### src/rtl/linear_systolic_hadamard4pt.sv
// 4-point Walsh-Hadamard transform: four add/subtract PEs in a linear systolic chain,
// fed one latched sample per cycle, emitting Y0..Y3 serially on a registered output.
`timescale 1ns/1ps
module linear_systolic_hadamard4pt (
  input  logic               clk,
  input  logic               rst_n,
  input  logic               start,
  input  logic signed [8:0]  x0,
  input  logic signed [8:0]  x1,
  input  logic signed [8:0]  x2,
  input  logic signed [8:0]  x3,
  output logic signed [11:0] y0
);

  typedef enum logic [1:0] {ARMED = 2'd0, RUN = 2'd1, DONE = 2'd2} state_t;

  // Sylvester H4 entry is negative when the row/column index overlap has odd parity.
  function automatic logic h4_neg(input logic [1:0] row, input logic [1:0] col);
    return ^(row & col);
  endfunction

  state_t             state_r, state_s;
  logic        [3:0]  cnt_r;
  logic signed [11:0] xr_r      [4];
  logic signed [11:0] pipe_r    [3];
  logic signed [11:0] acc_r     [4];
  logic signed [11:0] feed_s;
  logic signed [11:0] pe_in_s   [4];
  logic signed [11:0] acc_nxt_s [4];
  logic        [3:0]  pe_act_s;

  // State register.
  always_ff @(posedge clk or negedge rst_n) begin
    if (!rst_n) state_r <= ARMED;
    else        state_r <= state_s;
  end

  // Next-state logic: start low always re-arms; counter value 8 ends the run.
  always_comb begin
    state_s = state_r;
    case (state_r)
      ARMED: begin
        if (start) state_s = RUN;
        else       state_s = ARMED;
      end
      RUN: begin
        if (!start)              state_s = ARMED;
        else if (cnt_r == 4'd8)  state_s = DONE;
        else                     state_s = RUN;
      end
      DONE: begin
        if (!start) state_s = ARMED;
        else        state_s = DONE;
      end
      default: state_s = ARMED;
    endcase
  end

  // Sample feed into PE0 and per-PE add/subtract; PEk is live for counter values k..k+3.
  always_comb begin
    if (cnt_r <= 4'd3) feed_s = xr_r[cnt_r[1:0]];
    else               feed_s = 12'sd0;
    pe_in_s[0] = feed_s;
    for (int k = 1; k < 4; k++) pe_in_s[k] = pipe_r[k-1];
    for (int k = 0; k < 4; k++) begin
      pe_act_s[k]  = 1'b0;
      acc_nxt_s[k] = acc_r[k];
      if (cnt_r >= 4'(k) && cnt_r <= 4'(k + 3)) begin
        pe_act_s[k] = 1'b1;
        if (h4_neg(2'(k), 2'(cnt_r - 4'(k)))) begin
          if (cnt_r == 4'(k)) acc_nxt_s[k] = -pe_in_s[k];
          else                acc_nxt_s[k] = acc_r[k] - pe_in_s[k];
        end else begin
          if (cnt_r == 4'(k)) acc_nxt_s[k] = pe_in_s[k];
          else                acc_nxt_s[k] = acc_r[k] + pe_in_s[k];
        end
      end else begin
        pe_act_s[k] = 1'b0;
      end
    end
  end

  // Datapath: latch, stream, accumulate, and unload finished sums onto y0.
  always_ff @(posedge clk or negedge rst_n) begin
    if (!rst_n) begin
      cnt_r <= 4'd0;
      y0    <= 12'sd0;
      for (int k = 0; k < 4; k++) begin
        xr_r[k]  <= 12'sd0;
        acc_r[k] <= 12'sd0;
      end
      for (int k = 0; k < 3; k++) pipe_r[k] <= 12'sd0;
    end else if (!start) begin
      // Abort/re-arm: y0 deliberately keeps its last coefficient.
      cnt_r <= 4'd0;
      for (int k = 0; k < 4; k++) acc_r[k] <= 12'sd0;
      for (int k = 0; k < 3; k++) pipe_r[k] <= 12'sd0;
    end else if (state_r == ARMED) begin
      cnt_r   <= 4'd0;
      xr_r[0] <= {{3{x0[8]}}, x0};
      xr_r[1] <= {{3{x1[8]}}, x1};
      xr_r[2] <= {{3{x2[8]}}, x2};
      xr_r[3] <= {{3{x3[8]}}, x3};
    end else if (state_r == RUN) begin
      if (cnt_r != 4'd8) cnt_r <= cnt_r + 4'd1;
      else               cnt_r <= cnt_r;
      pipe_r[0] <= feed_s;
      pipe_r[1] <= pipe_r[0];
      pipe_r[2] <= pipe_r[1];
      for (int k = 0; k < 4; k++) begin
        if (pe_act_s[k]) acc_r[k] <= acc_nxt_s[k];
      end
      if (cnt_r >= 4'd4 && cnt_r <= 4'd7) y0 <= acc_r[cnt_r[1:0]];
    end else begin
      cnt_r <= cnt_r;
    end
  end

endmodule

### config.mk
export PLATFORM = sky130hd
export DESIGN_NAME = linear_systolic_hadamard4pt
export DESIGN_NICKNAME = d
export VERILOG_FILES = /design/src/rtl/linear_systolic_hadamard4pt.sv
export SDC_FILE = /design/constraint.sdc
export NUM_CORES = 1
export LEC_CHECK = 0
export CAP_MARGIN = 20
export CORE_ASPECT_RATIO = 0.6
export CORE_MARGIN = 3
export CORE_UTILIZATION = 55
export DETAILED_ROUTE_END_ITERATION = 8
export GPL_TIMING_DRIVEN = 0
export PLACE_DENSITY = 0.77
export RECOVER_POWER = 25
export SYNTH_ARGS = -nofsm -noshare
export SYNTH_HDL_FRONTEND = slang
export SYNTH_SLANG_ARGS = --single-unit
### constraint.sdc
create_clock -name clk -period 2.9 [get_ports clk]
set_input_delay 0.435 -clock clk [delete_from_list [all_inputs] [get_ports clk]]
set_output_delay 0.435 -clock clk [all_outputs]
set_load 0.01 [all_outputs]
==> summary.txt, run 1 <==
Pwr
  • Comb pwr share: 31.7%
  • Clock power frac: between 30% and 40%
  • Net Switching: between 2000 and 2500 uW
  • Internal: roughly 4000 uW
  • Switching Share: approximately 36%
  • Worst VDD drop: between 400 and 500 uV
  • Tot Pwr: between 6000 and 7000 uW
  • Leakage: about 0.0054 uW
  • Reg power frac: roughly a third
  • PD cells: 513.6 nW/um^2

Critical path
  • Critical-path cell list: buf_12, mux4_2, and2_4, ha_4, inv_2, fa_2, nor2b_4, o21ai_2, a21boi_2, o21ai_2, a21oi_2, o31a_1, o21ai_1, a22o_1
  • Delay of the slowest critical-path stage: roughly 0.55 ns
  • CP Launch Point: cnt_r[0]
  • CP Class: flop to flop
  • Crit. End Element: flop
  • Slowest cell on the critical path: mux4_2
  • CP max FO: 5
  • Top cell by count, worst path: o21ai_2
  • Worst R2R Start: cnt_r[0]
  • Critical path required time: about 3.3 ns
  • Startpoint types: flop
  • Worst Path Arrival: 3.44 ns

Timing
  • Final setup TNS: -0.2801 ns
  • Slew @ Worst Pin: 1.871 ns
  • Headroom to the max-slew limit: -24.71%
  • Pins Over Slew Limit: 41
  • RSZ-0062 raised after global routing: true
  • Skew final: 0.008611 ns
  • Worst setup margin: -0.1666 ns
  • Hold slack: slightly above 0.5 ns
  • Final setup viols: 4
  • F_max: between 300 and 400 MHz
  • Final worst-path cycle share: 105.7%
  • Crit path time final: 3.067 ns
  • Fin. Hold Viols: 0

Global route
  • Overall Global Routing Usage: between 30% and 40%
  • Global-route wire length before repair: between 50000 and 60000 um
  • GRT Residual Overflow: 0
  • Largest net degree at the start of global routing: 90
  • Vias in the first global route: slightly above 9000
  • Antenna violations before repair: 1

Finish
  • Finished Core Util: between 60 and 70%
  • Layout cell share with drive strength beyond 1: about a fifth
  • Synth-to-layout area growth: 19.56%
  • FF+latch area: about 3200 sq um
  • Multi-input gate area: between 6000 and 7000 sq um
  • Fillers: 1297
  • Nets: between 1000 and 1500

Drt
  • Pre-Repair DR Iteration Count: 5
  • Vias/cell: roughly 6.6
  • Final ANT Viol Nets: 0
  • Wirelength per Cell: 23.09 um
  • Drt initial violations: about 1300
  • Total vias in the final route: 9719
  • DRC: 0
  • Post-Route WL: roughly 34000 um

Logic synthesis
  • Count leader, synth: dfrtp_1
  • #FFs+latches synth: 129
  • Share of the yosys chip area belonging to registers: between 30% and 40%
  • Total number of yosys warnings: 0
  • Main flop type after synthesis: dfrtp_1
  • Synth area leader: dfrtp_1
  • Syn Nets: approximately 1200
  • Post-synth ARST share: between 90% and 100%
  • Number of synthesized flops with an enable pin: 0
  • Top cells by area, synth: dfrtp_1 32%, ha_1 10%, mux2_2 5.4%
  • Post-Synthesis Cell Area: 10190 sq um
  • Gate Count Post-Synth: between 1000 and 1500
  • Synth cell types: 76
  • Post-synthesis average cell area: between 9 and 10 sq um
  • Area share of the largest cell type after synthesis: 31.68%
  • Synth top cells by count: 129 x dfrtp_1, 115 x nand2_1, 85 x a21oi_1

Floorplan
  • Die Ht: around 110 um
  • Die area: ~20000 sq um
  • Starting Density: between 50% and 60%
  • Core area: between 15000 and 20000 sq um
  • Die width: between 150 and 200 um
  • Row cnt: 37
  • IO Pins: between 50 and 60

Worst hold path
  • HP Start: xr_r[16]
  • Worst hold path class: flop to flop

CTS
  • Clock-pin slew on the worst setup and hold paths: 0.07 ns
  • Total CTS buffers: 17
  • Worst-skew pair later-pin latency: about 0.43 ns
  • Root Driver: clkbuf_16
  • H-tree depth: 4
  • CTS Buffer Depth: 2
  • # clock sinks: about 130
  • TritonCTS clock tree: done

Placement
  • Port bufs: 50
  • Routability congestion estimate: about 0.98
  • Detailed placement HPWL: 24330 um
  • Place WS: -0.6319 ns

Outcome
  • Failing checks: max-capacitance violations, max-slew violations, negative setup slack
  • Status: finished with violations

Flow run
  • Max-Cap Viols: 1
==> critical path, delay by kind of cell (launching register included) <==
kind	cells	cell delay, ns
mux	1	0.55
flops	1	0.41
compound gates	7	1.21
buf+inv	2	0.20
fa+ha+maj	2	0.39
simple gates	2	0.23
==> final timing paths <==
check / endpoint / slack, ns / depth (start not counted)
max in group asynchronous: acc_r[1] / 0.44 / 3
min: xr_r[16] / 0.51 / 1
min reg2reg: xr_r[16] / 0.51 / 1
max reg2reg: acc_r[46] / -0.17 / 14
max: acc_r[46] / -0.17 / 14
min in group asynchronous: xr_r[37] / 1.21 / 2
==> layer usage <==
metal / wire (um) / track usage, %
met1: 14810 / 49.88
met2: 13530 / 43.09
met3: 4645 / 11.07
met4: 857 / 8.874
met5: 13 / 0
==> final cells by class <==
class	instances	area share, %
multi-input cells	853	54.71
flip-flops and latches	129	26.63
repair buffers	87	6.685
clock buffers	18	3.604
plain buffers	61	2.762
well taps	234	2.403
inverters	68	2.177
clock inverters	14	0.9653
diodes	3	0.06161
==> state kept, by name, indices dropped and copies added (netlist names) <==
| signal | count |
|---|---|
| xr_r | 36 |
| pe_in_s | 27 |
| state_r | 2 |
| y0 | 12 |
| acc_r | 48 |
| cnt_r | 4 |
==> power by group through the flow <==
stage,combinational (uW),sequential [uW],clock [uW]
floorplan,1280,2070,0
global placement,1660,2160,0
detailed placement,1700,2170,0
CTS,1800,2140,2100
global route,2140,2170,2180
finish,1980,2170,2110
==> placed cells by master (no fill, tap or decap), types with 34 or more instances in the layout <==
master	count
o21ai_0	43
xnor2_1	44
inv_1	63
nor2_1	65
dfrtp_1	116
buf_4	34
a21oi_1	81
mux2_2	49
ha_1	76
nand2_1	115
clkdlybuf4s50_1	49
==> through the flow <==
stage               std cells  instance area, sq um
finish                   1467                 12180
CTS                      1445                 11840
floorplan                1117                 10200
detailed placement       1402                 11020
global placement         1401                 10990
global route             1464                 12180
==> repair_timing <==
item	CTS	global route
pin swaps	11	16
endpoints found under the setup margin	42	27
endpoints found under the hold margin	40	0
gates resized for setup	42	46
gates cloned	0	1
buffers inserted	15	18
hold buffers	1	0
==> cell families (layout without fill, tap and decap cells) <==
| kind of cell | Yosys count | count (layout) | synth area share [%] |
|---|---|---|---|
| adder cells (fa/ha/maj) | 91 | 91 | 11.69 |
| AO/OA/AOI/OAI | 303 | 303 | 19.89 |
| other | 0 | 3 | 0 |
| AND/OR/NAND/NOR | 318 | 318 | 15.03 |
| flip-flops | 129 | 129 | 31.68 |
| buffers and inverters | 135 | 248 | 5.279 |
| multiplexers | 82 | 82 | 11.37 |
| XOR/XNOR | 59 | 59 | 5.071 |
No activity file was read; power rests on OpenSTA's default activity.
==> inputs of run 2 (changes only) <==
- CAP_MARGIN: 20 -> 5
==> run 2 against run 1 <==
Against the previous run:
- the flow still finishes with violations (max-capacitance violations, max-slew violations, negative setup slack)
- combinational power grew 3%
- via count grew 0.60%
- die area is the same
- routed wire length grew 2.0%
- critical path depth shrank 2
- highest routed layer unchanged
==> summary.txt, run 2 (synthesis results as in run 1) <==
Drt
  • Drt initial violations: 1481 (was 1294)
  • Final ANT Viol Nets: 0 (unchanged)
  • DRC: 0 (unchanged)
  • Vias/cell: 6.683 (was 6.625)
  • Pre-Repair DR Iteration Count: 6 (was 5)
  • Wirelength per Cell: 23.61 um (was 23.09 um)
  • Total vias in the final route: 9777 (was 9719)
  • Post-Route WL: 34550 um (was 33870 um)

Critical path
  • Cell family contributing the most delay on the critical path: compound AO/OA/AOI/OAI gates (unchanged)
  • Crit. End Element: flop (unchanged)
  • Worst Path Arrival: 3.41 ns (was 3.44 ns)
  • Reg2Reg Setup Slack: -0.18 ns (was -0.17 ns)
  • Delay of the slowest critical-path stage: 0.55 ns (about the same)
  • CP max FO: 5 (unchanged)
  • Critical path required time: 3.23 ns (was 3.27 ns)
  • Startpoint types: flop (unchanged)
  • Critical-path cell list: buf_12, mux4_2, and2_1, ha_1, nor2b_4, o21ai_2, a21boi_2, o21ai_2, a21oi_2, o31a_1, o21ai_1, a22o_1 (was buf_12, mux4_2, and2_4, ha_4, inv_2, fa_2, nor2b_4, o21ai_2, a21boi_2, o21ai_2, a21oi_2, o31a_1, o21ai_1, a22o_1)
  • Slowest cell on the critical path: mux4_2 (unchanged)
  • CP Class: flop to flop (unchanged)
  • Worst path bufs/invs: 1 (was 2)
  • Top cell by count, worst path: o21ai_2 (unchanged)

Outcome
  • Status: finished with violations (unchanged)
  • Failing checks: max-capacitance violations, max-slew violations, negative setup slack (unchanged)

Worst hold path
  • Worst hold path class: flop to flop (unchanged)

Finish
  • Most frequent cells in the layout: 116 x dfrtp_1, 115 x nand2_1, 80 x a21oi_1 (was 116 x dfrtp_1, 115 x nand2_1, 81 x a21oi_1)
  • Fillers: 1300 (was 1297)
  • Design Area, Final: 12190 sq um (was 12180 sq um)
  • Final instance count without filler cells: 1463 (was 1467)
  • Largest Register: acc_r (unchanged)
  • Multi-input gate area: 6689 sq um (was 6666 sq um)
  • Synth-to-layout area growth: 19.61% (was 19.56%)
  • Commonest non-fill, non-tap cell in the layout: dfrtp_1 (unchanged)
  • Nets: 1345 (was 1347)
  • Max reg flops: 48 (unchanged)
  • Layout cell share with drive strength beyond 1: 18.97% (was 18.94%)
  • FF+latch area: 3244 sq um (unchanged)

Timing
  • Final setup viols: 4 (unchanged)
  • Pins Over Slew Limit: 41 (unchanged)
  • F_max: 325.1 MHz (was 326.1 MHz)
  • Fin. Hold Viols: 0 (unchanged)
  • RSZ-0062 raised after global routing: true (unchanged)
  • Worst setup margin: -0.1760 ns (was -0.1666 ns)
  • Crit path time final: 3.076 ns (was 3.067 ns)
  • Headroom to the max-slew limit: -26.76% (was -24.71%)
  • Slew @ Worst Pin: 1.901 ns (was 1.871 ns)
  • Skew final: 0.01184 ns (was 0.008611 ns)
  • Final worst-path cycle share: 106.1% (was 105.7%)

CTS
  • Total CTS buffers: 17 (unchanged)
  • # clock sinks: 129 (unchanged)
  • Clock-pin slew on the worst setup and hold paths: 0.07 ns (about the same)
  • TritonCTS clock tree: done (unchanged)
  • CTS Buffer Depth: 2 (unchanged)
  • Root Driver: clkbuf_16 (unchanged)
  • Worst-skew pair later-pin latency: 0.44 ns (was 0.43 ns)
  • H-tree depth: 4 (unchanged)

Floorplan
  • IO Pins: 51 (unchanged)
  • Core area: 17640 sq um (unchanged)
  • Die Ht: 111.4 um (unchanged)
  • Die width: 181.7 um (unchanged)
  • Row cnt: 37 (unchanged)
  • Starting Density: 57.78% (unchanged)
  • Die area: 20250 sq um (unchanged)

Global route
  • Largest net degree at the start of global routing: 90 (unchanged)
  • Overall Global Routing Usage: 32.46% (unchanged)
  • Antenna violations before repair: 2 (was 1)
  • Global-route wire length before repair: 51780 um (unchanged)
  • GRT Residual Overflow: 0 (unchanged)
  • Vias in the first global route: 9088 (unchanged)

Placement
  • Routability congestion estimate: 0.9799 (unchanged)
  • Detailed placement HPWL: 24330 um (unchanged)
  • Place WS: -0.6319 ns (unchanged)
  • Port bufs: 50 (unchanged)
  • Post-placement cell area: 11020 sq um (unchanged)
  • DP Cell Count: 1402 (unchanged)

Pwr
  • PD cells: 518.1 nW/um^2 (was 513.6 nW/um^2)
  • Worst VDD drop: 428.5 uV (was 425.2 uV)
  • Leakage: 0.005395 uW (was 0.005394 uW)

Flow run
  • Max-Cap Viols: 1 (unchanged)
==> run 2: changes by cell type in the layout (fill, tap and decap cells not counted), sizes merged <==
cell and change:
buf -2, diode -2
==> run 2: layout make-up <==
cell class	instances	area share (%)
diodes	1	0.02053
plain buffers	61	2.730
clock buffers	18	3.603
clock inverters	14	0.9649
inverters	68	2.176
multi-input cells	853	54.88
flip-flops and latches	129	26.62
well taps	234	2.402
repair buffers	85	6.611
==> run 2: final timing paths <==
check | startpoint | endpoint | depth (start not counted)
worst max-delay path | cnt_r[0] | acc_r[46] | 12
worst min-delay path | xr_r[19] | xr_r[19] | 1
worst max register to register | cnt_r[0] | acc_r[46] | 12
worst min register to register | xr_r[19] | xr_r[19] | 1
max in group asynchronous | rst_n | acc_r[1] | 3
min in group asynchronous | rst_n | xr_r[37] | 2
==> run 2: per-layer routing <==
metal  global-route usage [%]  wire (um)  up-vias
met4                    8.874        918        4
met2                    43.09      13770      691
met3                    11.07       4757      112
li1                         -          -     4217
met1                    49.88      15050     4753
met5                        0         58        -
==> run 2: power by group <==
group          total (uW)  leakage, uW  switching (uW)  internal (uW)
clock network        2120     0.000272             980           1140
logic                2030      0.00345            1110            911
registers            2170      0.00168             218           1950
total                6320      0.00539            2310           4000
==> run 2: timing repair <==
item	CTS	global route
gates resized for setup	42	50
setup buffers	15	17
pin swaps	11	16
gates cloned	0	1
hold buffers	1	0
endpoints found under the setup margin	42	29
hold endpoints to repair	40	0
==> run 2: stage by stage <==
step	total power [uW]	utilization, %	setup TNS, ns	hold WS [ns]
2_1_floorplan	3350	-	0	0.1394
3_3_place_gp	3821	62.33	-509.84	0.4857
3_5_place_dp	3869	62.50	-20.99	0.3745
4_1_cts	6047	67.14	0	0.4898
5_1_grt	6547	69.09	-0.9290	0.5292
6_report	6315	69.11	-0.3926	0.5061
